## config.mk

```make
export PLATFORM = sky130hd
export DESIGN_NAME = pipe_ctrl_flat
export DESIGN_NICKNAME = d
export VERILOG_FILES = /design/src/rtl/pipe_ctrl_if.sv /design/src/rtl/pipe_ctrl.sv /design/src/flat_wrapper.sv
export SDC_FILE = /design/constraint.sdc
export NUM_CORES = 1
export LEC_CHECK = 0
export ABC_CLOCK_PERIOD_IN_PS = 2100
export BUFFER_PORTS_ARGS = -buffer_cell sky130_fd_sc_hd__buf_4
export CAP_MARGIN = 20
export CORE_UTILIZATION = 40
export DETAILED_ROUTE_END_ITERATION = 8
export GPL_ROUTABILITY_DRIVEN = 1
export PLACE_DENSITY_LB_ADDON = 0.08
export SYNTH_ARGS = -nofsm -noshare
export SYNTH_HDL_FRONTEND = slang
export SYNTH_SLANG_ARGS = --single-unit
```

## constraint.sdc

```tcl
create_clock -name clk_i -period 2.1 [get_ports clk_i]
set_input_delay 0.21 -clock clk_i [delete_from_list [all_inputs] [get_ports clk_i]]
set_output_delay 0.21 -clock clk_i [all_outputs]
set_load 0.005 [all_outputs]
```

## src/rtl/pipe_ctrl_if.sv

```systemverilog
// Handshake bundle between the pipeline stages and the central sequencer.
// The master side is the datapath (ID/EX/MEM); the slave side is pipe_ctrl.
interface pipe_ctrl_if #(
  parameter int unsigned StallW = 6,
  parameter int unsigned CntW   = 6,
  parameter int unsigned PerfW  = 32
);
  logic              stallreq_id;
  logic              ex_mc_req;
  logic [CntW-1:0]   ex_mc_len;
  logic              flush_req;
  logic [StallW-1:0] stall;
  logic              flush;
  logic              ex_mc_busy;
  logic              ex_mc_done;
  logic [PerfW-1:0]  stall_cycles;

  modport master (
    output stallreq_id, ex_mc_req, ex_mc_len, flush_req,
    input  stall, flush, ex_mc_busy, ex_mc_done, stall_cycles
  );

  modport slave (
    input  stallreq_id, ex_mc_req, ex_mc_len, flush_req,
    output stall, flush, ex_mc_busy, ex_mc_done, stall_cycles
  );
endinterface

```

## src/rtl/pipe_ctrl.sv

```systemverilog
// Central pipeline sequencer: per-stage stall vector, flush, multi-cycle EX sequencing
// and a saturating stall-cycle performance counter.
module pipe_ctrl #(
  parameter int unsigned StallW = 6,
  parameter int unsigned CntW   = 6,
  parameter int unsigned PerfW  = 32
) (
  input  logic        clk_i,
  input  logic        rst_ni,
  pipe_ctrl_if.slave  bus
);

  localparam logic [StallW-1:0] StallNone = '0;
  localparam logic [StallW-1:0] StallId   = StallW'(6'b000111);
  localparam logic [StallW-1:0] StallEx   = StallW'(6'b001111);

  typedef enum logic [1:0] {StIdle, StRun, StDone} state_e;

  state_e            state_q, state_d;
  logic [CntW-1:0]   cnt_q, cnt_d;
  logic [PerfW-1:0]  perf_q, perf_d;
  logic [StallW-1:0] stall;
  logic              flush;
  logic              done;
  logic [StallW-1:0] stall_id;

  assign stall_id = bus.stallreq_id ? StallId : StallNone;

  always_comb begin
    state_d = state_q;
    cnt_d   = cnt_q;
    stall   = StallNone;
    flush   = 1'b0;
    done    = 1'b0;
    if (bus.flush_req) begin
      // Flush aborts any multi-cycle op, including one being offered this cycle.
      flush   = 1'b1;
      state_d = StIdle;
      cnt_d   = '0;
    end else begin
      unique case (state_q)
        StIdle: begin
          if (bus.ex_mc_req && (bus.ex_mc_len != '0)) begin
            stall   = StallEx;
            cnt_d   = bus.ex_mc_len - CntW'(1);
            state_d = (bus.ex_mc_len == CntW'(1)) ? StDone : StRun;
          end else begin
            stall = stall_id;
          end
        end
        StRun: begin
          stall = StallEx;
          if (cnt_q != '0) cnt_d = cnt_q - CntW'(1);
          // <= 1 rather than == 1 so a corrupted zero count cannot lock the pipe.
          if (cnt_q <= CntW'(1)) state_d = StDone;
        end
        StDone: begin
          done    = 1'b1;
          stall   = stall_id;
          state_d = StIdle;
        end
        default: begin
          state_d = StIdle;
          cnt_d   = '0;
        end
      endcase
    end
  end

  always_comb begin
    perf_d = perf_q;
    if ((stall != StallNone) && (perf_q != '1)) perf_d = perf_q + PerfW'(1);
  end

  always_ff @(posedge clk_i or negedge rst_ni) begin
    if (!rst_ni) begin
      state_q <= StIdle;
      cnt_q   <= '0;
      perf_q  <= '0;
    end else begin
      state_q <= state_d;
      cnt_q   <= cnt_d;
      perf_q  <= perf_d;
    end
  end

  // Outputs are forced quiet while reset is held, even though ID hazards may be live.
  assign bus.stall        = rst_ni ? stall : StallNone;
  assign bus.flush        = rst_ni & flush;
  assign bus.ex_mc_done   = rst_ni & done;
  assign bus.ex_mc_busy   = rst_ni & (state_q == StRun);
  assign bus.stall_cycles = perf_q;

endmodule

```

## src/flat_wrapper.sv

```systemverilog
// flat-port wrapper written by rule: the top's interface ports become plain ports
module pipe_ctrl_flat 
#(
  parameter int unsigned StallW = 6,
  parameter int unsigned CntW   = 6,
  parameter int unsigned PerfW  = 32
)
  (clk_i, rst_ni, bus_stallreq_id, bus_ex_mc_req, bus_ex_mc_len, bus_flush_req, bus_stall, bus_flush, bus_ex_mc_busy, bus_ex_mc_done, bus_stall_cycles);
  pipe_ctrl_if #(.StallW(StallW), .CntW(CntW), .PerfW(PerfW)) bus_i ();
  input  logic clk_i;
  input  logic rst_ni;
  input wire logic [$bits(bus_i.stallreq_id)-1:0] bus_stallreq_id;
  input wire logic [$bits(bus_i.ex_mc_req)-1:0] bus_ex_mc_req;
  input wire logic [$bits(bus_i.ex_mc_len)-1:0] bus_ex_mc_len;
  input wire logic [$bits(bus_i.flush_req)-1:0] bus_flush_req;
  output wire logic [$bits(bus_i.stall)-1:0] bus_stall;
  output wire logic [$bits(bus_i.flush)-1:0] bus_flush;
  output wire logic [$bits(bus_i.ex_mc_busy)-1:0] bus_ex_mc_busy;
  output wire logic [$bits(bus_i.ex_mc_done)-1:0] bus_ex_mc_done;
  output wire logic [$bits(bus_i.stall_cycles)-1:0] bus_stall_cycles;
  assign bus_i.stallreq_id = bus_stallreq_id;
  assign bus_i.ex_mc_req = bus_ex_mc_req;
  assign bus_i.ex_mc_len = bus_ex_mc_len;
  assign bus_i.flush_req = bus_flush_req;
  assign bus_stall = bus_i.stall;
  assign bus_flush = bus_i.flush;
  assign bus_ex_mc_busy = bus_i.ex_mc_busy;
  assign bus_ex_mc_done = bus_i.ex_mc_done;
  assign bus_stall_cycles = bus_i.stall_cycles;
  pipe_ctrl #(.StallW(StallW), .CntW(CntW), .PerfW(PerfW)) u_core (.clk_i(clk_i), .rst_ni(rst_ni), .bus(bus_i));
endmodule
```

# Word-level counts from Yosys, hierarchy flattened
# Index checks and enable logic that the tools add are counted.
# op_classes
addsub	3
n_lt_le_gt_ge	1
eq_ne	8
muxes	17
bitwise	3
n_reduce_logical	8
# op_table
cell	count
6-bit 2-to-1 mux	6
6-bit one-hot mux with 3 select lines	2
32-bit by 1-bit adder with 32-bit output (second input constant)	1
32-bit != test (second input constant)	1
6-bit nonzero test	3
6-bit by 1-bit subtractor with 6-bit output (second input constant)	2
3-bit by 2-bit != test with 1-bit output (second input constant)	3
2-bit 2-to-1 mux	4
6-bit by 1-bit == test with 1-bit output (second input constant)	1
6-bit by 1-bit less-or-equal comparator with 1-bit output (second input constant)	1
2-bit one-hot mux with 2 select lines	1
1-bit AND	3
1-bit 2-to-1 mux	3
3-bit 2-to-1 mux	1
3-bit AND reduction	1
2-bit by 1-bit == test with 1-bit output (second input constant)	1
2-bit == test (second input constant)	1
1-bit logical AND	2
2-bit logical NOT	1
2-bit != test (second input constant)	1
2-bit AND reduction	1
# totals
ff_bits	40
output_inout_bits	41

# Logic depth before layout (Yosys ltp)
# depth
ltp_word	7
ltp_mapped	8

# Worst setup path before layout
# No wires, ideal clock.
# synth_path
path_type	reg2reg
start	register u_core.perf_q[0] (netlist: u_core.bus.stall_cycles[0])
end	register u_core.perf_q[1] (netlist: u_core.bus.stall_cycles[1])
setup_time_ns	0.125
arrival_ns	2.182
required_ns	1.975
slack_ns	-0.207
stages_incl_launch_ff	8
path_buffers	1
period_less_slack_ns	2.307
cell_sequence	dfrtp_1 ha_1 inv_1 or4_4 or4_1 buf_6 nand2_1 mux2_2
# synth_via
elab_chain_len	2
elab_cells_between_ends	3
cone_classes	1 x add/sub; 1 x eq/ne; 1 x reduce/logical
# synth_rtl
item	line	text
start: declaration	pipe_ctrl.sv:21	logic [PerfW-1:0] perf_q, perf_d;
start signal: assignment	pipe_ctrl.sv:83	perf_q <= perf_d;
branches (longest 2 deep; another with 32-bit by 1-bit adder with 32-bit output)	-	
# Parallel ways; which one is timed is not known.
# A chain may end at the register's enable or synchronous reset.

# Worst setup path in the final report
# layout_path
start	register u_core.perf_q[2] (netlist: u_core.bus.stall_cycles[2])
end	register u_core.perf_q[1] (netlist: u_core.bus.stall_cycles[1])
# layout_via
elab_chain_len	2
# layout_rtl
item	line	text
32-bit != test	pipe_ctrl.sv:72	if ((stall != StallNone) && (perf_q != '1)) perf_d = perf_q + PerfW'(1);
1-bit logical AND	pipe_ctrl.sv:72	
# Every way passes these cells.

==> flow_summary.toml <==
[status]
status = "finished, violations left"
violations = "setup timing"

[yosys]
ys.warnings.count = 0
synth-main-ff-cell = "dfrtp_1"
synthArstFlopShare_pct = 100
netlist_instances = 244
syn-cell-area_sq_um = 2380
ys_types = 52
synth-seq-cells = 40
synth-seq-area-share_pct = 42.0
synth.avg_cell_area_sq_um = 9.77
synth_edf_count = 0

[layout]
layout.nets = 352
instances_no_fill = 408
area_delta_synth_final_pct = 38.8
postLayoutCellArea_sq_um = 3310
drive_gt1_share_pct = 39.0
utilization_pct = 59.0
n_fill_cell = 518
antenna_cells = 0

[clock_network]
clockBufferDepth = 2
ctsRootBufferMaster = "clkbuf_8"
cts_sinks = 40
tritoncts = "done"
htreeDepth = 2
clkLatencyLatePin_ns = 0.30
clk_pin_slew_ns = 0.08
numCtsBuffers = 5

[worst_setup_path]
required_ns = 2.28
crit_path_end_kind = "flop"
worstSetupStartpointType = "flop"
crit_fanout = 5
crit_arrival_ns = 2.31
critical_path_class = "flop to flop"

[pwr]
power_mw = 2.33
leakagePower_nw = 1.50
clock_power_share_pct = 23.6
p_comb_share_pct = 37.1
intPower_mw = 1.60
seqPwrFrac_pct = 39.3
swShare_pct = 31.4
power.switching_uw = 731
ir_worst_vdd_mv = 0.418
powerDensity_nw_per_um2 = 703

[floorplan]
dieArea_sq_um = 6270
io_pins = 52
rows = 27
die_h_um = 79.2
initial_core_util_pct = 42.5
die_w_um = 79.2
core_area_sq_um = 5610

[placed_design]
place_inst = 394
dpl-instance-area_sq_um = 3120
place.gp.congestion = 0.853
place_ws_ns = -0.127
dp_hpwl_mm = 4.27
port_buffers = 49

[global_route]
antenna_found_initial = 0
grt_max_degree = 32
track_usage_pct = 19.8
grt_pass1_vias = 1979
overflow = 0
grt_pass1_wl_mm = 9.46

[route]
vias = 2097
routed_via_density = 5.14
dr.pass1.iters = 4
wire_per_inst_um = 14.3
wl_mm = 5.81
ant_nets = 0
drtIter0Drc = 81
drcViolationCount = 0

[sta]
fin_skew_ns = 0.00913
worst_hold_slack_ns = 0.185
fmax_ghz = 0.469
min_period_ns = 2.13
tns_ns = -0.0355
fin_crit_sh_pct = 102
finalHoldViolCount = 0
slew_headroom_pct = 66.5
rsz0062_at_grt = "yes"
slew_viol_final = 0
timing.final.ws_setup_ns = -0.0332
setup_viol = 3
worst_pin_slew_ns = 0.501

[hold_path]
hold_class = "input pin to flop"

[run]
cap_violations = 0
-- layout by cell type, fill, tap and decap left out, types with 3 or more instances in the layout --
cell	count
and3_1	9
a21oi_1	4
buf_4	91
o21ai_0	3
inv_1	8
nor2_1	18
nor3_1	5
and2_1	5
nand2_1	11
xnor2_1	31
nand3_2	10
dfrtp_1	40
nand4_1	18
nand3_1	8
nor2b_1	4
nor3b_1	3
clkbuf_8	6
and4_1	4
ha_1	5
-- final cells by class --
class                           count  area (sq um)  area share, %
Multi-Input combinational cell    185          1370           41.4
Sequential cell                    40          1000           30.2
Timing Repair Buffer               94           716           21.6
Tap cell                           72          90.1           2.72
Clock buffer                        6          82.6           2.50
Inverter                            9          33.8           1.02
Clock inverter                      2          15.0          0.454
-- synth_stat cells (4+ instances only) --
master    number  area [sq um]
and4_1         4          35.0
buf_4          4          30.0
o21ai_0        4          20.0
dfrtp_1       40          1000
clkbuf_1       4          15.0
nor3_1         5          25.0
and3_1         9          56.3
a21oi_1        4          20.0
nor2b_1        4          25.0
xnor2_1       33           289
and2_1         5          31.3
nor2_1        18          67.6
nand2_1       12          45.0
nand4_1       18           113
nand3_1       16          80.1
inv_1          8          30.0
ha_1           6          75.1
-- registers in the layout, summed over array words and instances, names as in the netlist --
signal and cells:
u_core.bus.stall_cycles 32, u_core.cnt_q 6, u_core.state_q 2
-- worst max-delay path, cell delays in order, from the launching register on --
cell	delay, ns
dfrtp_1	0.37
nand4_1	0.11
or4_4	0.54
or4_4	0.61
nand2_4	0.11
mux2_4	0.29
-- worst paths after layout --
path | cells past startpoint | end | slack, ns | from
min in group asynchronous | 2 | u_core.cnt_q[3]$_DFFE_PN0P_ | 0.38 | rst_ni
worst max-delay path | 5 | u_core.bus.stall_cycles[1]$_DFFE_PN0P_ | -0.03 | u_core.bus.stall_cycles[2]$_DFFE_PN0P_
worst max register to register | 5 | u_core.bus.stall_cycles[1]$_DFFE_PN0P_ | -0.03 | u_core.bus.stall_cycles[2]$_DFFE_PN0P_
worst min register to register | 1 | u_core.bus.stall_cycles[23]$_DFFE_PN0P_ | 0.50 | u_core.bus.stall_cycles[23]$_DFFE_PN0P_
max in group asynchronous | 3 | u_core.bus.stall_cycles[11]$_DFFE_PN0P_ | 1.18 | rst_ni
worst min-delay path | 2 | u_core.cnt_q[1]$_DFFE_PN0P_ | 0.19 | bus_flush_req
-- power groups by stage --
stage	Clock, mW	Combinational [mW]	Sequential, mW
finish	0.549	0.863	0.916
global route	0.601	0.949	0.929
CTS	0.559	0.816	0.913
detailed placement	0	0.777	0.930
global placement	0	0.774	0.927
floorplan	0	0.357	0.972
-- timing repair --
item                                   4_1_cts  5_1_grt
buffers inserted                             3        2
endpoints found under the hold margin       26        0
resized for setup                            4        4
setup endpoints to repair                   21       20
hold buffers                                 1        0
pin swaps                                    2        7
gates cloned                                 0        0
-- kinds of logic (layout without fill, tap and decap cells) --
group                      Yosys count  in the layout  synth area share (%)
AOI/OAI and AO/OA                   26             26                  7.82
other                                1              2                 0.157
DFF                                 40             40                  42.0
buffers and inverters               20            111                  4.88
muxes                                2              2                 0.892
adders and majority gates            6              6                  3.15
xor gates and xnor gates            35             35                  12.9
and+or+nand+nor                    114            114                  28.2
-- routing by layer --
layer / routed length [um] / vias up / global-route usage [%]
li1: - / 1054 / -
met1: 2840 / 1009 / 26.6
met2: 2750 / 32 / 31.7
met3: 186 / 2 / 4.94
met4: 34 / 0 / 5.27
met5: 0 / - / 0
Power figures use the tool's default switching activity.
